==> config.mk <==
export PLATFORM = sky130hd
export DESIGN_NAME = icb_1s_to_nm
export DESIGN_NICKNAME = d
export VERILOG_FILES = /design/src/rtl/icb_pkg.sv /design/src/rtl/icb_route_fifo.sv /design/src/rtl/icb_1s_to_nm.sv
export SDC_FILE = /design/constraint.sdc
export NUM_CORES = 1
export LEC_CHECK = 0
export ABC_CLOCK_PERIOD_IN_PS = 2000
export CAP_MARGIN = 30
export CORE_AREA = 2 2 168 170
export DETAILED_ROUTE_END_ITERATION = 10
export DIE_AREA = 0 0 170 172
export GPL_TIMING_DRIVEN = 0
export PLACE_DENSITY = 0.47
export SYNTH_ARGS = -nofsm -noshare
export SYNTH_HDL_FRONTEND = slang
export SYNTH_SLANG_ARGS = --single-unit
export TNS_END_PERCENT = 20
==> constraint.sdc <==
create_clock -name clk -period 2 [get_ports clk]
set_input_delay 0.4 -clock clk [delete_from_list [all_inputs] [get_ports clk]]
set_output_delay 0.4 -clock clk [all_outputs]
set_load 0.01 [all_outputs]
==> src/rtl/icb_pkg.sv <==
// Shared ICB definitions: bus field widths and the routing-FIFO entry format.
package icb_pkg;

  localparam int ADDR_W = 32;
  localparam int DATA_W = 32;
  localparam int MASK_W = 4;
  localparam int SEL_W  = 3;

  // One outstanding transaction: where its response must come from.
  typedef struct packed {
    logic             decerr;
    logic [SEL_W-1:0] sel;
  } route_t;

endpackage

==> src/rtl/icb_route_fifo.sv <==
// First-word-fall-through routing FIFO holding one route entry per
// outstanding command. Flags are registered so a full FIFO refuses a push
// even in a cycle where it is also being popped.
module icb_route_fifo
  import icb_pkg::*;
#(
  parameter int DEPTH = 4
) (
  input  logic       clk,
  input  logic       rst,
  input  logic       push,
  input  route_t     din,
  input  logic       pop,
  output route_t     head,
  output logic       full_n,
  output logic       empty_n,
  output logic [4:0] count
);

  localparam int AW = (DEPTH > 1) ? $clog2(DEPTH) : 1;
  localparam logic [AW-1:0] PTR_ONE = 1;
  localparam logic [4:0]    CNT_MAX = 5'(DEPTH);

  route_t        mem [DEPTH];
  logic [AW-1:0] wptr;
  logic [AW-1:0] rptr;
  logic          do_push;
  logic          do_pop;
  logic [4:0]    count_nxt;

  assign do_push = push & full_n;
  assign do_pop  = pop & empty_n;
  assign head    = mem[rptr];

  // Occupancy after this cycle's push/pop; drives the registered flags.
  always_comb begin
    count_nxt = count;
    if (do_push && !do_pop)
      count_nxt = count + 5'd1;
    else if (!do_push && do_pop)
      count_nxt = count - 5'd1;
  end

  // Pointers, count and flags; pointers wrap naturally at the power-of-two depth.
  always_ff @(posedge clk or posedge rst) begin
    if (rst) begin
      wptr    <= '0;
      rptr    <= '0;
      count   <= '0;
      full_n  <= 1'b1;
      empty_n <= 1'b0;
    end else begin
      if (do_push)
        wptr <= wptr + PTR_ONE;
      if (do_pop)
        rptr <= rptr + PTR_ONE;
      count   <= count_nxt;
      full_n  <= (count_nxt != CNT_MAX);
      empty_n <= (count_nxt != 5'd0);
    end
  end

  // Entry storage; contents are only observed while empty_n is set.
  always_ff @(posedge clk) begin
    if (do_push)
      mem[wptr] <= din;
  end

endmodule

==> src/rtl/icb_1s_to_nm.sv <==
// ICB one-slave-to-N-master address splitter. Commands pass through
// combinationally to the decoded master; responses are returned strictly in
// command order using a routing FIFO. Unmapped addresses can be answered
// locally with an error response.
module icb_1s_to_nm
  import icb_pkg::*;
#(
  parameter int               MASTER_N         = 3,
  parameter logic [8*32-1:0]  BASEADDR         = {8{32'h0}},
  parameter logic [8*32-1:0]  ADDR_RANGE       = {8{32'h1000}},
  parameter int               OUTSTD_DEPTH     = 4,
  parameter bit               DECERR_EN        = 1'b1,
  // Retained for drop-in compatibility; the RTL itself is zero-delay.
  parameter int               simulation_delay = 1
) (
  input  logic                         clk,
  input  logic                         rst,

  input  logic [ADDR_W-1:0]            s_icb_cmd_addr,
  input  logic                         s_icb_cmd_read,
  input  logic [DATA_W-1:0]            s_icb_cmd_wdata,
  input  logic [MASK_W-1:0]            s_icb_cmd_wmask,
  input  logic                         s_icb_cmd_valid,
  output logic                         s_icb_cmd_ready,

  output logic [DATA_W-1:0]            s_icb_rsp_rdata,
  output logic                         s_icb_rsp_err,
  output logic                         s_icb_rsp_valid,
  input  logic                         s_icb_rsp_ready,

  output logic [MASTER_N*ADDR_W-1:0]   m_icb_cmd_addr,
  output logic [MASTER_N-1:0]          m_icb_cmd_read,
  output logic [MASTER_N*DATA_W-1:0]   m_icb_cmd_wdata,
  output logic [MASTER_N*MASK_W-1:0]   m_icb_cmd_wmask,
  output logic [MASTER_N-1:0]          m_icb_cmd_valid,
  input  logic [MASTER_N-1:0]          m_icb_cmd_ready,

  input  logic [MASTER_N*DATA_W-1:0]   m_icb_rsp_rdata,
  input  logic [MASTER_N-1:0]          m_icb_rsp_err,
  input  logic [MASTER_N-1:0]          m_icb_rsp_valid,
  output logic [MASTER_N-1:0]          m_icb_rsp_ready,

  output logic [4:0]                   outstd_cnt,
  output logic                         decerr_pulse
);

  logic [MASTER_N-1:0] hit;
  logic [MASTER_N-1:0] sel_oh;
  logic [SEL_W-1:0]    sel;
  logic                decerr;
  logic                cmd_ready_sel;
  logic                cmd_fire;
  logic                rsp_fire;
  logic                fifo_full_n;
  logic                head_vld;
  route_t              route_in;
  route_t              head;

  // Region hit per master, in 33-bit arithmetic so base+range never wraps.
  always_comb begin
    for (int i = 0; i < MASTER_N; i++) begin
      hit[i] = ({1'b0, s_icb_cmd_addr} >= {1'b0, BASEADDR[32*i +: 32]}) &&
               ({1'b0, s_icb_cmd_addr} <  ({1'b0, BASEADDR[32*i +: 32]} +
                                           {1'b0, ADDR_RANGE[32*i +: 32]}));
    end
  end

  // Lowest-index hit wins; a miss falls to the last master or a local error.
  always_comb begin
    sel = SEL_W'(MASTER_N - 1);
    for (int i = MASTER_N - 1; i >= 0; i--) begin
      if (hit[i])
        sel = SEL_W'(i);
    end
    decerr = DECERR_EN && (hit == '0);
    for (int i = 0; i < MASTER_N; i++)
      sel_oh[i] = (sel == SEL_W'(i));
  end

  // Command payload fans out to every master; only valid is steered.
  assign m_icb_cmd_addr  = {MASTER_N{s_icb_cmd_addr}};
  assign m_icb_cmd_read  = {MASTER_N{s_icb_cmd_read}};
  assign m_icb_cmd_wdata = {MASTER_N{s_icb_cmd_wdata}};
  assign m_icb_cmd_wmask = {MASTER_N{s_icb_cmd_wmask}};

  assign cmd_ready_sel   = |(m_icb_cmd_ready & sel_oh);
  assign m_icb_cmd_valid = {MASTER_N{s_icb_cmd_valid & ~decerr & fifo_full_n}} & sel_oh;
  assign s_icb_cmd_ready = fifo_full_n & (decerr | cmd_ready_sel);
  assign cmd_fire        = s_icb_cmd_valid & s_icb_cmd_ready;

  assign route_in.decerr = decerr;
  assign route_in.sel    = sel;

  icb_route_fifo #(
    .DEPTH   (OUTSTD_DEPTH)
  ) u_route_fifo (
    .clk     (clk),
    .rst     (rst),
    .push    (cmd_fire),
    .din     (route_in),
    .pop     (rsp_fire),
    .head    (head),
    .full_n  (fifo_full_n),
    .empty_n (head_vld),
    .count   (outstd_cnt)
  );

  // Response mux driven by the FIFO head; other masters stay stalled.
  always_comb begin
    s_icb_rsp_valid = 1'b0;
    s_icb_rsp_rdata = '0;
    s_icb_rsp_err   = 1'b0;
    m_icb_rsp_ready = '0;
    if (head_vld) begin
      if (head.decerr) begin
        s_icb_rsp_valid = 1'b1;
        s_icb_rsp_err   = 1'b1;
      end else begin
        for (int i = 0; i < MASTER_N; i++) begin
          if (head.sel == SEL_W'(i)) begin
            s_icb_rsp_valid    = m_icb_rsp_valid[i];
            s_icb_rsp_rdata    = m_icb_rsp_rdata[DATA_W*i +: DATA_W];
            s_icb_rsp_err      = m_icb_rsp_err[i];
            m_icb_rsp_ready[i] = s_icb_rsp_ready;
          end
        end
      end
    end
  end

  assign rsp_fire = s_icb_rsp_valid & s_icb_rsp_ready;

  // One-cycle flag for each accepted unmapped command.
  always_ff @(posedge clk or posedge rst) begin
    if (rst)
      decerr_pulse <= 1'b0;
    else
      decerr_pulse <= cmd_fire & decerr;
  end

endmodule

==> out/results.tsv <==
stage	metric	value	unit
setup_path	data arrival time of the critical path	1770	ps
route	length of routed met2 wiring	6200	microns
route	Wirelength per Cell	11.7	microns
global_routing	number of antenna violations at the first check in global routing	2	
logic_synthesis	post-synthesis register bit count	16	
layout	fraction of layout cells with a size suffix above 1	45.0	%
logic_synthesis	post-synthesis cell count	351	
cts	number of CTS-inserted buffers	3	
setup_path	Buffers & Inverters on Critical Path	3	
setup_path	Critical-path top delay cell	sky130_fd_sc_hd__dfrtp_1	
logic_synthesis	synth unique cells	35	
floorplan	effective utilization at floorplan	10.3	%
setup_path	gate family responsible for the most delay along the worst path	multiplexers	
logic_synthesis	most instantiated flip-flop cell in the synthesis netlist	sky130_fd_sc_hd__dfrtp_1	
power	part of the power in the clock network	8.5	%
logic_synthesis	number of flops mapped to enable cells by yosys	4	
logic_synthesis	Yosys top cell area share	55.8	%
place	hpwl dp	10400	microns
setup_path	Max FO, Critical Path	10	
route	number of nets with antenna violations after detailed routing	0	
floorplan	number of placed I/O pins	432	
timing	number of endpoints with negative hold slack in the final report	0	
route	DR iter-0 viols	48	
logic_synthesis	top cells by area, synth	sky130_fd_sc_hd__buf_4, sky130_fd_sc_hd__dfrtp_1, sky130_fd_sc_hd__and3_1	
place	Placement Setup Slack	-1320	ps
timing	share of the clock period used by the worst path after layout	109	%
layout	post-route standard cell area excluding fillers	0.00665	sq mm
power	power share of the combinational group	77.3	%
global_routing	All-Layer GR Usage	6.94	%
route	DR DRC count	0	
cts	total number of clock tree sinks	16	
power	Internal Dissipation	0.00283	W
route	Met3 Routed Length	1430	microns
cts	maximum buffer depth of the clock tree	2	
timing	setup repair after global routing missed its margin	yes	
job	reported max-cap violation count	0	
cts	master cell of the clock root buffer	sky130_fd_sc_hd__clkbuf_16	
timing	Final Slew Violations	0	
setup_path	path depth of the worst reg2reg path	8	
layout	final net count	858	
place	final RePlAce weighted congestion	0.694	
logic_synthesis	cell with the most instances after synthesis	sky130_fd_sc_hd__buf_4	
setup_path	CP endpoint kind	primary output	
layout	Area Overhead vs Synth	134	%
global_routing	via count of the first global-routing pass	2803	
setup_path	critical register-to-register path startpoint	u_route_fifo.rptr[1]	
timing	number of setup violations in the final report	38	
logic_synthesis	proportion of synthesized chip area in sequential cells	14.9	%
logic_synthesis	Ys Warns	0	
place	# port buffers	307	
power	static leakage	3.02	nW
setup_path	critical path launch point type	register	
setup_path	CP peak stage delay	410	ps
power	power density over the cells	692	mW/mm^2
power	switching component of the power	0.00177	W
logic_synthesis	Cell Area, Synth	0.00284	sq mm
logic_synthesis	most frequent cells after synthesis	sky130_fd_sc_hd__buf_4, sky130_fd_sc_hd__and3_1, sky130_fd_sc_hd__dfrtp_1	
timing	Highest Clock Rate	0.460	GHz
floorplan	number of placement rows	61	
cts	quantity of hold-fixing buffers added after cts	0	
logic_synthesis	cell type contributing the most total cell area after synthesis	sky130_fd_sc_hd__buf_4	
floorplan	Die H	172	microns
min_path	Hold Path Class	in2async	
setup_path	r2r endpoint	u_route_fifo.empty_n	
global_routing	largest net degree at the start of global routing	13	
run_status	failing checks	setup timing	
setup_path	worst setup slack for register-to-register paths	-80	ps
timing	post-route clock skew	1.19	ps
floorplan	die footprint	0.0292	sq mm
setup_path	required time of the critical path	1600	ps
route	vias per inst	3.05	
floorplan	Core Box Area	0.0275	sq mm
cts	Clk Latency, worst-skew pair	240	ps
route	routed wire length	12000	microns
cts	Clock transition at path regs	50	ps
floorplan	Chip Width	170	microns
cts	clock tree from TritonCTS	done	
logic_synthesis	fraction of registers with async set or reset after synthesis	75.0	%
logic_synthesis	Post-Syn Area per Cell	8.08	sq um
route	wl on met1	4290	microns
power	Reg power frac	14.3	%
run_status	result of the run	finished with violations	
layout	number of diodes	0	
global_routing	aggregate global routing overflow	0	
timing	final setup slack of the worst path	-173	ps
setup_path	chain of cells forming the critical path	mux2_4, mux2i_4, buf_12, clkbuf_16, and3_4, buf_6	
route	highest metal layer used by the detailed router	met5	
timing	final critical delay including setup and external delays	2170	ps
power	switching portion of total power	38.5	%
route	routed vias	3107	
cts	CTS H-tree lvls	1	
place	placed instance area	0.00635	sq mm
global_routing	global-route wire length before repair	15800	microns
timing	setup TNS	-5220	ps
route	Pre-Repair DR Iteration Count	4	
setup_path	critical path class	reg2out	
power	Max IR drop VDD	0.000380	V
sequential cells by signal (all words and copies together) (netlist names):
register and count:
u_route_fifo.mem 4, u_route_fifo.wptr 2, u_route_fifo.count 5, u_route_fifo.rptr 2
u_route_fifo.full_n 1, decerr_pulse 1, u_route_fifo.empty_n 1
what timing repair did:
item,4_1_cts,5_1_grt
cloned,1,0
setup endpoints to repair,74,42
pin swaps,17,7
setup buffers,8,0
resized for setup,240,16
logic make-up (layout without fill, tap and decap cells):
group | after synthesis | after routing | share of synthesized area [%]
compound gates | 14 | 14 | 4.28
xor+xnor | 10 | 10 | 3.09
fa+ha+maj | 8 | 8 | 3.35
buf+inv | 230 | 549 | 58.5
flops | 16 | 16 | 14.9
mux | 5 | 5 | 2.12
other cells | 1 | 4 | 0.132
simple gates | 67 | 67 | 13.7
cell type report:
class                           count  area (sq um)
Tap cell                          346           433
Clock buffer                        3          75.1
Sequential cell                    16           422
Clock inverter                      1          3.75
Inverter                           10          40.0
Timing Repair Buffer              316          3050
Multi-Input combinational cell    108           938
Buffer                            219          1690
Fill cell                        2970         20800
placed cells by master (no fill, tap or decap), types with 2 or more instances in the layout:
cell type and n:
sky130_fd_sc_hd__mux2_4 2, sky130_fd_sc_hd__clkdlybuf4s15_2 6, sky130_fd_sc_hd__nor4_2 2, sky130_fd_sc_hd__nor4_4 3, sky130_fd_sc_hd__nand2_1 7, sky130_fd_sc_hd__buf_2 22
sky130_fd_sc_hd__dlygate4sd2_1 9, sky130_fd_sc_hd__ha_1 6, sky130_fd_sc_hd__clkdlybuf4s15_1 2, sky130_fd_sc_hd__clkbuf_16 6, sky130_fd_sc_hd__mux2i_1 2, sky130_fd_sc_hd__xor2_1 2
sky130_fd_sc_hd__edfxtp_1 4, sky130_fd_sc_hd__maj3_1 2, sky130_fd_sc_hd__buf_4 220, sky130_fd_sc_hd__and3_1 20, sky130_fd_sc_hd__clkdlybuf4s50_1 250, sky130_fd_sc_hd__nand3_1 7
sky130_fd_sc_hd__clkbuf_1 4, sky130_fd_sc_hd__inv_1 9, sky130_fd_sc_hd__and3_4 13, sky130_fd_sc_hd__dfrtp_1 11, sky130_fd_sc_hd__o21ai_0 2, sky130_fd_sc_hd__and2_1 4
sky130_fd_sc_hd__nor2_1 3, sky130_fd_sc_hd__buf_6 16, sky130_fd_sc_hd__xnor2_1 8, sky130_fd_sc_hd__a21oi_1 4, sky130_fd_sc_hd__conb_1 4
metal layers:
layer	track usage (%)	vias to the layer above
li1	-	1560
met1	7.39	1337
met2	13.5	202
met3	2.49	6
met4	0.669	2
met5	0	-
per-stage QoR:
stage	hold WS, ps	utilization, %	instances	total power (W)
after global placement	526	23.1	1007	0.00385
after floorplan	264	-	354	0.00217
after global routing	555	24.2	1019	0.00492
after CTS	521	24.0	1019	0.00455
after detailed placement	529	23.1	1007	0.00384
final	483	24.2	1019	0.00460
worst max path at each step:
stage,start,endpoint,slack [ps],cells past startpoint
floorplan,u_route_fifo.rptr[1],m_icb_rsp_ready[0],120,4
global placement,u_route_fifo.rptr[1],s_icb_rsp_rdata[7],-1270,5
detailed placement,u_route_fifo.rptr[1],s_icb_rsp_rdata[7],-1320,5
CTS,u_route_fifo.rptr[1],s_icb_rsp_rdata[7],-190,6
global route,u_route_fifo.rptr[1],s_icb_rsp_rdata[30],-250,6
finish,u_route_fifo.rptr[1],s_icb_rsp_rdata[30],-170,6
power groups by stage:
stage | registers, W | clock network [W] | logic [W]
final | 0.000657 | 0.000389 | 0.00356
after global routing | 0.000687 | 0.000413 | 0.00382
after CTS | 0.000663 | 0.000400 | 0.00349
after detailed placement | 0.000662 | 0 | 0.00318
after global placement | 0.000661 | 0 | 0.00319
after floorplan | 0.000630 | 0 | 0.00154
No activity file was read; power rests on OpenSTA's default activity.
==> edit (config.mk and constraints unchanged) <==
`DECERR_EN`: 1'b1 -> 1'b0.
--- a/src/rtl/icb_1s_to_nm.sv
+++ b/src/rtl/icb_1s_to_nm.sv
@@ -11,3 +11,3 @@
   parameter int               OUTSTD_DEPTH     = 4,
-  parameter bit               DECERR_EN        = 1'b1,
+  parameter bit               DECERR_EN        = 1'b0,
   // Retained for drop-in compatibility; the RTL itself is zero-delay.
Function: changed (a bounded check fails within 4 cycles, from zero or initial values and one cycle with rst high).
==> edit against the unedited design <==
- the run still ends with setup timing left
- final cell count rose by 6.5%
- highest routed layer is now met4
- critical path type is now flop to flop
- combinational power fell by 1%
- routed wire length rose by 17%
- die area did not move
- sequential cell count fell by 1
- area after synthesis rose by 9.7%
- critical endpoint is now u_route_fifo.empty_n
- cell area rose by 8.8%
- power fell by 2.6%
- setup slack got worse by 0.24 ns
==> edit: results (changes against the unedited design) <==
* Top routing layer in use: met4 (was met5)
* Initial antenna violation count at 0 (was 2)
* Post-Route WL at 14100 µm (was 12000 µm)
* Violated checks: setup timing (unchanged)
* P_seq at 0.000597 W (was 0.000657 W)
* CP Launch Point: u_route_fifo.rptr[0] (was u_route_fifo.rptr[1])
* Met1 Track Usage GR at 0.100 (was 0.0739)
* Post_cts resized at 229 (was 240)
* Post-DP HPWL at 12500 µm (was 10400 µm)
* Combinational power at 0.00351 W (was 0.00356 W)
* Critical path fanouts, max at 7 (was 10)
* Setup violators final at 49 (was 38)
* Share of power burned in registers at 0.133 (was 0.143)
* Clock skew at 0.000748 ns (was 0.00119 ns)
* Final TNS setup at -11.78 ns (was -5.22 ns)
* Met3 Use GR at 0.0144 (was 0.0249)
* Share of cells above drive strength 1 at 0.419 (was 0.450)
* Final nets at 924 (was 858)
* Post-CTS setup buffers at 7 (was 8)
* Met2 GRT Util at 0.158 (was 0.135)
* FFs w/ async S/R, synth at 0.733 (was 0.750)
* Status: finished, violations left (unchanged)
* Metal3 WL at 951 µm (was 1430 µm)
* Starting DRT DRC Count at 70 (was 48)
* Setup WS post-layout at -0.413 ns (was -0.173 ns)
* WL met1 at 5410 µm (was 4290 µm)
* Largest net degree at the start of global routing at 12 (was 13)
* IO Port Bufs at 344 (was 307)
* Crit path arrival time at 2.58 ns (was 1.77 ns)
* Register area share after synthesis at 0.127 (was 0.149)
* Via density at 3.12 (was 3.05)
* CP max stage cell: mux4_2 (was dfrtp_1)
* Synth area leaders: buf_4 51%, mux2i_1 11%, dfrtp_1 8.0%, nor2b_1 6.6%, edfxtp_1 3.9% (was buf_4 56%, dfrtp_1 9.7%, and3_1 7.3%, edfxtp_1 4.2%, ha_1 2.6%)
* Int Power at 0.00272 W (was 0.00283 W)
* Worst VDD drop at 514 µV (was 380 µV)
* Final Wtd Congestion at 0.705 (was 0.694)
* Routed wl met2 at 7550 µm (was 6200 µm)
* First-pass GRT wire length at 18700 µm (was 15800 µm)
* Most instantiated cells after synthesis: 210 x buf_4, 34 x mux2i_1, 33 x nor2b_1 (was 211 x buf_4, 33 x and3_1, 11 x dfrtp_1)
[edit: changes by cell type in the layout (fill, tap and decap cells not counted), sizes merged, moves of 3 or more]
| cell | delta |
|---|---|
| clkdlybuf4s15 | +8 |
| nor2b | +32 |
| mux2i | +31 |
| and3 | -33 |
| nor3 | +3 |
| and2 | +4 |
| a21oi | -4 |
| clkdlybuf4s50 | +35 |
| nor2 | +3 |
[edit: cell families after synthesis]
logic type	synth area share
compound gates	0.0338
xor+xnor	0.0225
mux	0.121
buf+inv	0.530
flops	0.127
simple gates	0.140
fa+ha+maj	0.0241
other cells	0.00121
[edit: metrics by stage]
step | cells | util | setup WS [ns] | hold WS, ns | area, µm²
after floorplan | 381 | - | -0.193 | 0.252 | 3170
after global placement | 1071 | 0.256 | -1.04 | 0.478 | 7040
after detailed placement | 1071 | 0.256 | -1.04 | 0.490 | 7040
after CTS | 1082 | 0.262 | -0.422 | 0.477 | 7210
after global routing | 1085 | 0.263 | -0.535 | 0.505 | 7230
final | 1085 | 0.263 | -0.413 | 0.455 | 7230
[edit: area by class of cell]
class | instances | area [µm²]
Clock buffer | 4 | 78.8
Buffer | 218 | 1670
Multi-Input combinational cell | 139 | 1240
Fill cell | 2990 | 20200
Inverter | 9 | 36.3
Sequential cell | 15 | 398
Timing Repair Buffer | 354 | 3380
Tap cell | 346 | 433
[edit: final timing paths]
check                                        endpoint  slack (ns)  cells after the start
worst max-delay path             u_route_fifo.empty_n       -0.41                      9
worst min-delay path            u_route_fifo.count[3]        0.46                      2
worst max register to register   u_route_fifo.empty_n       -0.41                      9
worst min register to register   u_route_fifo.rptr[1]        0.48                      1
max in group asynchronous         u_route_fifo.full_n        1.21                      2
min in group clk                 u_route_fifo.rptr[1]        0.48                      1
